### src/rtl/instr_fetch_unit_if.sv
// Instruction-fetch bus bundle: memory read port plus the decode valid/ready handshake.
// master = fetch unit side, slave = memory/decode side.
interface instr_fetch_unit_if #(
  parameter int ADDR_W = 12
) ();
  logic [ADDR_W-1:0] imem_addr;
  logic              imem_wr;
  logic [31:0]       imem_data_in;
  logic [31:0]       imem_data_out;
  logic              inst_valid;
  logic              inst_ready;
  logic [31:0]       inst_data;
  logic [ADDR_W-1:0] inst_pc;

  modport master (
    output imem_addr, imem_wr, imem_data_in,
    input  imem_data_out,
    output inst_valid, inst_data, inst_pc,
    input  inst_ready
  );

  modport slave (
    input  imem_addr, imem_wr, imem_data_in,
    output imem_data_out,
    input  inst_valid, inst_data, inst_pc,
    output inst_ready
  );
endinterface

### src/rtl/instr_fetch_unit.sv
// Instruction fetch: PC generation, big-endian word capture and a small prefetch FIFO to decode.
// Optional ALIGN_CHECK_EN: misaligned redirects raise a sticky fetch_fault and halt fetching.
module instr_fetch_unit #(
  parameter int ADDR_W     = 12,
  parameter int RESET_PC   = 0,
  parameter int FIFO_DEPTH = 2
) (
  input  logic              clk,
  input  logic              rst_n,
  input  logic              fetch_en,
  input  logic              redirect_valid,
  input  logic [ADDR_W-1:0] redirect_pc,
  output logic              fetch_fault,
  instr_fetch_unit_if.master bus
);
  localparam int PTR_W = $clog2(FIFO_DEPTH);
  localparam int CNT_W = PTR_W + 1;
  localparam logic [ADDR_W-1:0] RESET_PC_A = ADDR_W'(RESET_PC);

  logic [ADDR_W-1:0] fetch_pc_reg;
  logic [PTR_W-1:0]  rd_ptr_reg, wr_ptr_reg, rd_ptr_next;
  logic [CNT_W-1:0]  count_reg, count_next, remain;
  logic [31:0]       data_mem [FIFO_DEPTH];
  logic [ADDR_W-1:0] pc_mem   [FIFO_DEPTH];
  logic [31:0]       inst_data_reg, head_data_next;
  logic [ADDR_W-1:0] inst_pc_reg, head_pc_next;
  logic [ADDR_W-1:0] redirect_target;
  logic              halted, full, pop, push;

`ifdef ALIGN_CHECK_EN
  logic halted_reg;

  always_ff @(posedge clk or negedge rst_n) begin
    if (!rst_n) begin
      halted_reg <= 1'b0;
    end else if (redirect_valid && (redirect_pc[1:0] != 2'b00)) begin
      halted_reg <= 1'b1;
    end
  end

  // Misaligned targets are kept verbatim so the faulting address is visible on imem_addr.
  assign redirect_target = redirect_pc;
  assign halted          = halted_reg;
  assign fetch_fault     = halted_reg;
`else
  assign redirect_target = redirect_pc & ~ADDR_W'(3);
  assign halted          = 1'b0;
  assign fetch_fault     = 1'b0;
`endif

  assign full        = (count_reg == CNT_W'(FIFO_DEPTH));
  assign pop         = (count_reg != '0) & bus.inst_ready;
  assign push        = fetch_en & ~redirect_valid & ~halted & (~full | pop);
  assign count_next  = count_reg + CNT_W'(push) - CNT_W'(pop);
  assign rd_ptr_next = rd_ptr_reg + PTR_W'(pop);
  assign remain      = count_reg - CNT_W'(pop);

  // Head registers take the next surviving entry, or the word being fetched if none is left.
  always_comb begin
    head_data_next = data_mem[rd_ptr_next];
    head_pc_next   = pc_mem[rd_ptr_next];
    if (remain == '0) begin
      head_data_next = bus.imem_data_out;
      head_pc_next   = fetch_pc_reg;
    end
  end

  always_ff @(posedge clk) begin
    if (push) begin
      data_mem[wr_ptr_reg] <= bus.imem_data_out;
      pc_mem[wr_ptr_reg]   <= fetch_pc_reg;
    end
  end

  always_ff @(posedge clk or negedge rst_n) begin
    if (!rst_n) begin
      fetch_pc_reg  <= RESET_PC_A;
      rd_ptr_reg    <= '0;
      wr_ptr_reg    <= '0;
      count_reg     <= '0;
      inst_data_reg <= '0;
      inst_pc_reg   <= '0;
    end else if (redirect_valid) begin
      fetch_pc_reg <= redirect_target;
      rd_ptr_reg   <= '0;
      wr_ptr_reg   <= '0;
      count_reg    <= '0;
    end else begin
      if (push) begin
        fetch_pc_reg <= fetch_pc_reg + ADDR_W'(4);
        wr_ptr_reg   <= wr_ptr_reg + PTR_W'(1);
      end
      rd_ptr_reg <= rd_ptr_next;
      count_reg  <= count_next;
      if (count_next != '0) begin
        inst_data_reg <= head_data_next;
        inst_pc_reg   <= head_pc_next;
      end
    end
  end

  assign bus.imem_addr    = fetch_pc_reg;
  assign bus.imem_wr      = 1'b0;
  assign bus.imem_data_in = 32'h0;
  assign bus.inst_valid   = (count_reg != '0);
  assign bus.inst_data    = inst_data_reg;
  assign bus.inst_pc      = inst_pc_reg;
endmodule

### src/flat_wrapper.sv
// flat-port wrapper written by rule: the top's interface ports become plain ports
module instr_fetch_unit_flat 
#(
  parameter int ADDR_W     = 12,
  parameter int RESET_PC   = 0,
  parameter int FIFO_DEPTH = 2
)
  (clk, rst_n, fetch_en, redirect_valid, redirect_pc, fetch_fault, bus_imem_addr, bus_imem_wr, bus_imem_data_in, bus_imem_data_out, bus_inst_valid, bus_inst_data, bus_inst_pc, bus_inst_ready);
  instr_fetch_unit_if #(.ADDR_W(ADDR_W)) bus_i ();
  input  logic clk;
  input  logic rst_n;
  input  logic fetch_en;
  input  logic redirect_valid;
  input  logic [ADDR_W-1:0] redirect_pc;
  output logic fetch_fault;
  output wire logic [$bits(bus_i.imem_addr)-1:0] bus_imem_addr;
  output wire logic [$bits(bus_i.imem_wr)-1:0] bus_imem_wr;
  output wire logic [$bits(bus_i.imem_data_in)-1:0] bus_imem_data_in;
  input wire logic [$bits(bus_i.imem_data_out)-1:0] bus_imem_data_out;
  output wire logic [$bits(bus_i.inst_valid)-1:0] bus_inst_valid;
  output wire logic [$bits(bus_i.inst_data)-1:0] bus_inst_data;
  output wire logic [$bits(bus_i.inst_pc)-1:0] bus_inst_pc;
  input wire logic [$bits(bus_i.inst_ready)-1:0] bus_inst_ready;
  assign bus_imem_addr = bus_i.imem_addr;
  assign bus_imem_wr = bus_i.imem_wr;
  assign bus_imem_data_in = bus_i.imem_data_in;
  assign bus_i.imem_data_out = bus_imem_data_out;
  assign bus_inst_valid = bus_i.inst_valid;
  assign bus_inst_data = bus_i.inst_data;
  assign bus_inst_pc = bus_i.inst_pc;
  assign bus_i.inst_ready = bus_inst_ready;
  instr_fetch_unit #(.ADDR_W(ADDR_W), .RESET_PC(RESET_PC), .FIFO_DEPTH(FIFO_DEPTH)) u_core (.clk(clk), .rst_n(rst_n), .fetch_en(fetch_en), .redirect_valid(redirect_valid), .redirect_pc(redirect_pc), .fetch_fault(fetch_fault), .bus(bus_i));
endmodule
### config.mk
export PLATFORM = sky130hd
export DESIGN_NAME = instr_fetch_unit_flat
export DESIGN_NICKNAME = d
export VERILOG_FILES = /design/src/rtl/instr_fetch_unit_if.sv /design/src/rtl/instr_fetch_unit.sv /design/src/flat_wrapper.sv
export SDC_FILE = /design/constraint.sdc
export NUM_CORES = 1
export LEC_CHECK = 0
export CAP_MARGIN = 15
export CORE_MARGIN = 2
export CORE_UTILIZATION = 54
export DETAILED_ROUTE_END_ITERATION = 8
export PLACE_DENSITY = 0.86
export SYNTH_ARGS = -nofsm -noshare
export SYNTH_HDL_FRONTEND = slang
export SYNTH_SLANG_ARGS = --single-unit
### constraint.sdc
create_clock -name clk -period 12.13 [get_ports clk]
set_clock_uncertainty 0.1 [all_clocks]
set_input_delay 2.426 -clock clk [delete_from_list [all_inputs] [get_ports clk]]
set_output_delay 2.426 -clock clk [all_outputs]
set_load 0.005 [all_outputs]
==> out/metrics.csv <==
stage,metric,value,unit
run_status,outcome,finished clean,
sta,fin_setup_tns,0,ns
clock_network,clk_pin_slew,0.05,ns
critical_path,r2r-end,u_core.bus.inst_data[28],
final_layout,regArea,0.003924,sq mm
clock_network,numCtsBuffers,17,
sta,finalSetupViolations,0,
clock_network,cts_hold_buffers,0,
detailed_routing,drt-wirelength-per-cell,18.08,um
synthesis,yosys_warnings,0,
sta,fmax,186.1,MHz
synthesis,yosys.area.top_type,edfxtp_1,
detailed_routing,via_count,4142,
final_layout,largest_register_ff_count,64,
detailed_routing,via_per_inst,5.635,
critical_path,rr_worst_depth,9,
clock_network,numClockSinks,140,
clock_network,htreeDepth,4,
floorplanning,core_area,0.01094,sq mm
placement,place.gp.congestion,0.8412,
synthesis,syn_area,0.006081,sq mm
power,powerDensity,260.2,mW/mm^2
synthesis,synth.area.top_cells,"edfxtp_1, dfrtp_1, nor3_1, o41ai_2, buf_4",
sta,grt_setup_unrepaired,false,
synthesis,synth_top_area_share,41.48,%
global_routing,grt_max_degree,71,
power,p_leak,2.907,nW
detailed_routing,drt_first_iter_violations,283,
final_layout,fillers,755,
global_routing,grt_pass1_wl,21140,um
clock_network,postCtsSetupBuffers,0,
clock_network,cts_resized,0,
floorplanning,rows,38,
critical_path,critPathLaunchType,input port,
sta,hold_viol,0,
final_layout,insertedDiodeCount,0,
global_routing,overflow,0,
hold_path,worstHoldEndpoint,u_core.bus.inst_data[27],
hold_path,min_from,u_core.bus.inst_data[27],
critical_path,path_max_fanout,70,
synthesis,synth_cell_types,35,
clock_network,clock_path_buffers,2,
critical_path,rrSetupSlack,8.72,ns
final_layout,drive_gt1_share,11.26,%
detailed_routing,ant_nets,0,
synthesis,synth_cells,491,
critical_path,required,12.32,ns
floorplanning,ios,140,
critical_path,path_class,input port to flip-flop,
global_routing,grt_use_total,23.44,%
detailed_routing,drc,0,
sta,worst_pin_slew,1.119,ns
run,cap_violations,0,
global_routing,grt_pass1_vias,4230,
synthesis,ys_seq_area_share,64.53,%
critical_path,crit_path_end_kind,flip-flop,
synthesis,yosys_register_bits,140,
sta,layout_min_cycle_time,5.374,ns
clock_network,cts_root_buffer,clkbuf_16,
placement,placed_area,0.007047,sq mm
clock_network,cts_tree,yes,
sta,slew_viol_final,0,
placement,dpl.hpwl,7845,um
power,ir_drop,0.1454,mV
hold_path,hp-class,flip-flop to flip-flop,
final_layout,finalInstanceArea,0.007641,sq mm
sta,slew_headroom,25.41,%
final_layout,multi_input_area,0.001898,sq mm
final_layout,nNetsFinal,634,
synthesis,synth_area_per_cell,12.38,sq um
detailed_routing,drt_pass1_iterations,5,
final_layout,area_growth_syn_to_layout,25.66,%
floorplanning,start_util,55.61,%
floorplanning,die_w,110.1,um
floorplanning,die_height,110.1,um
critical_path,rr_startpoint,u_core.count_reg[1],
detailed_routing,routed_wl,13290,um
placement,portBuffers,99,
sta,timing.final.crit_share,44.30,%
critical_path,worstPathArrival,5.56,ns
clock_network,insertion_delay,0.41,ns
hold_path,whs_path_depth,2,
floorplanning,die-area,0.01213,sq mm
global_routing,antenna_found_initial,0,
-- worst max path at each step --
stage	from	to	slack, ns	cells after the start
finish	bus_inst_ready	u_core.bus.inst_data[28]	6.76	10
CTS	bus_inst_ready	u_core.bus.inst_data[25]	6.77	10
global placement	bus_inst_ready	u_core.bus.inst_data[30]	6.46	9
detailed placement	bus_inst_ready	u_core.bus.inst_data[25]	6.35	10
floorplan	bus_inst_ready	u_core.data_mem[0][0]	5.96	3
global route	bus_inst_ready	u_core.bus.inst_data[23]	6.51	10
-- critical path, cell delays in order --
cell,delay [ns]
clkdlybuf4s50_1,0.45
or3b_2,0.49
nand2_1,0.24
nor2_1,0.09
ha_1,0.22
xor3_1,0.23
o21ai_4,0.37
buf_4,0.74
nand2_1,0.16
o41ai_1,0.10
-- logic make-up (layout without fill, tap and decap cells) --
| logic type | after synthesis | after routing | synth area share (%) |
|---|---|---|---|
| XOR/XNOR | 13 | 13 | 2.366 |
| multiplexers | 2 | 2 | 0.3498 |
| AND/OR/NAND/NOR | 205 | 205 | 15.23 |
| flip-flops | 140 | 140 | 64.53 |
| AO/OA/AOI/OAI | 53 | 53 | 9.485 |
| other | 1 | 38 | 0.06167 |
| buffers and inverters | 74 | 141 | 7.366 |
| adder cells (fa/ha/maj) | 3 | 3 | 0.6173 |
-- power breakdown --
group	total (mW)	switching (mW)	leakage [nW]	internal [mW]
registers	0.676	0.0626	1.46	0.614
logic	0.794	0.465	1.17	0.329
clock network	0.518	0.190	0.281	0.328
-- through the flow --
stage	worst slack, ns	instances	hold slack (ns)	power [mW]	utilization, %
3_5_place_dp	6.345	703	0.3615	1.482	64.44
3_3_place_gp	6.461	703	0.3590	1.442	64.44
2_1_floorplan	5.964	528	0.3673	1.174	-
5_1_grt	6.509	735	0.3967	2.104	69.87
4_1_cts	6.773	735	0.3772	2.002	69.87
6_report	6.756	735	0.3761	1.988	69.87
-- final cells by class --
type,instances,area share [%]
Clock buffer,21,5.895
Timing Repair Buffer,106,13.59
Sequential cell,140,51.35
Tap cell,140,2.292
Clock inverter,11,1.883
Inverter,3,0.1474
Multi-Input combinational cell,314,24.84
-- cell usage after synthesis (all sizes together) --
master  count
and2        2
and3        1
buf        50
clkbuf     21
conb        1
dfrtp      56
edfxtp     84
ha          3
inv         3
mux2        1
mux2i       1
nand2      54
nand2b      1
nand3       4
nand4       2
nor2       47
nor2b       1
nor3       86
nor3b       1
nor4        2
nor4b       2
o21a        1
o21ai      10
o41ai      42
or2         1
or3b        1
xnor2       6
xor2        6
xor3        1
-- layer usage --
metal / track usage (%) / part of all wire [%] / up-vias
li1: - / - / 1906
met1: 29.40 / 41 / 2032
met2: 39.79 / 51 / 184
met3: 4.115 / 6.6 / 20
met4: 10.80 / 2.0 / 0
met5: 0 / 0 / -
-- placed cells by master (no fill, tap or decap), types with 2 or more instances in the layout --
| master | count |
|---|---|
| nor2_1 | 46 |
| clkdlybuf4s50_1 | 98 |
| dfrtp_1 | 56 |
| bufinv_16 | 3 |
| edfxtp_1 | 84 |
| o41ai_1 | 22 |
| clkinv_2 | 2 |
| nand4_1 | 2 |
| clkinvlp_4 | 3 |
| ha_1 | 3 |
| clkbuf_1 | 3 |
| buf_4 | 7 |
| nor4b_1 | 2 |
| nor4_1 | 2 |
| o41ai_2 | 20 |
| nor3_1 | 85 |
| xor2_1 | 5 |
| clkinv_4 | 2 |
| inv_1 | 3 |
| nand3_1 | 4 |
| clkbuf_16 | 17 |
| xnor2_1 | 5 |
| o21ai_0 | 9 |
| nand2_1 | 54 |
| conb_1 | 38 |
Note: power is estimated with default switching activity, not from simulation.
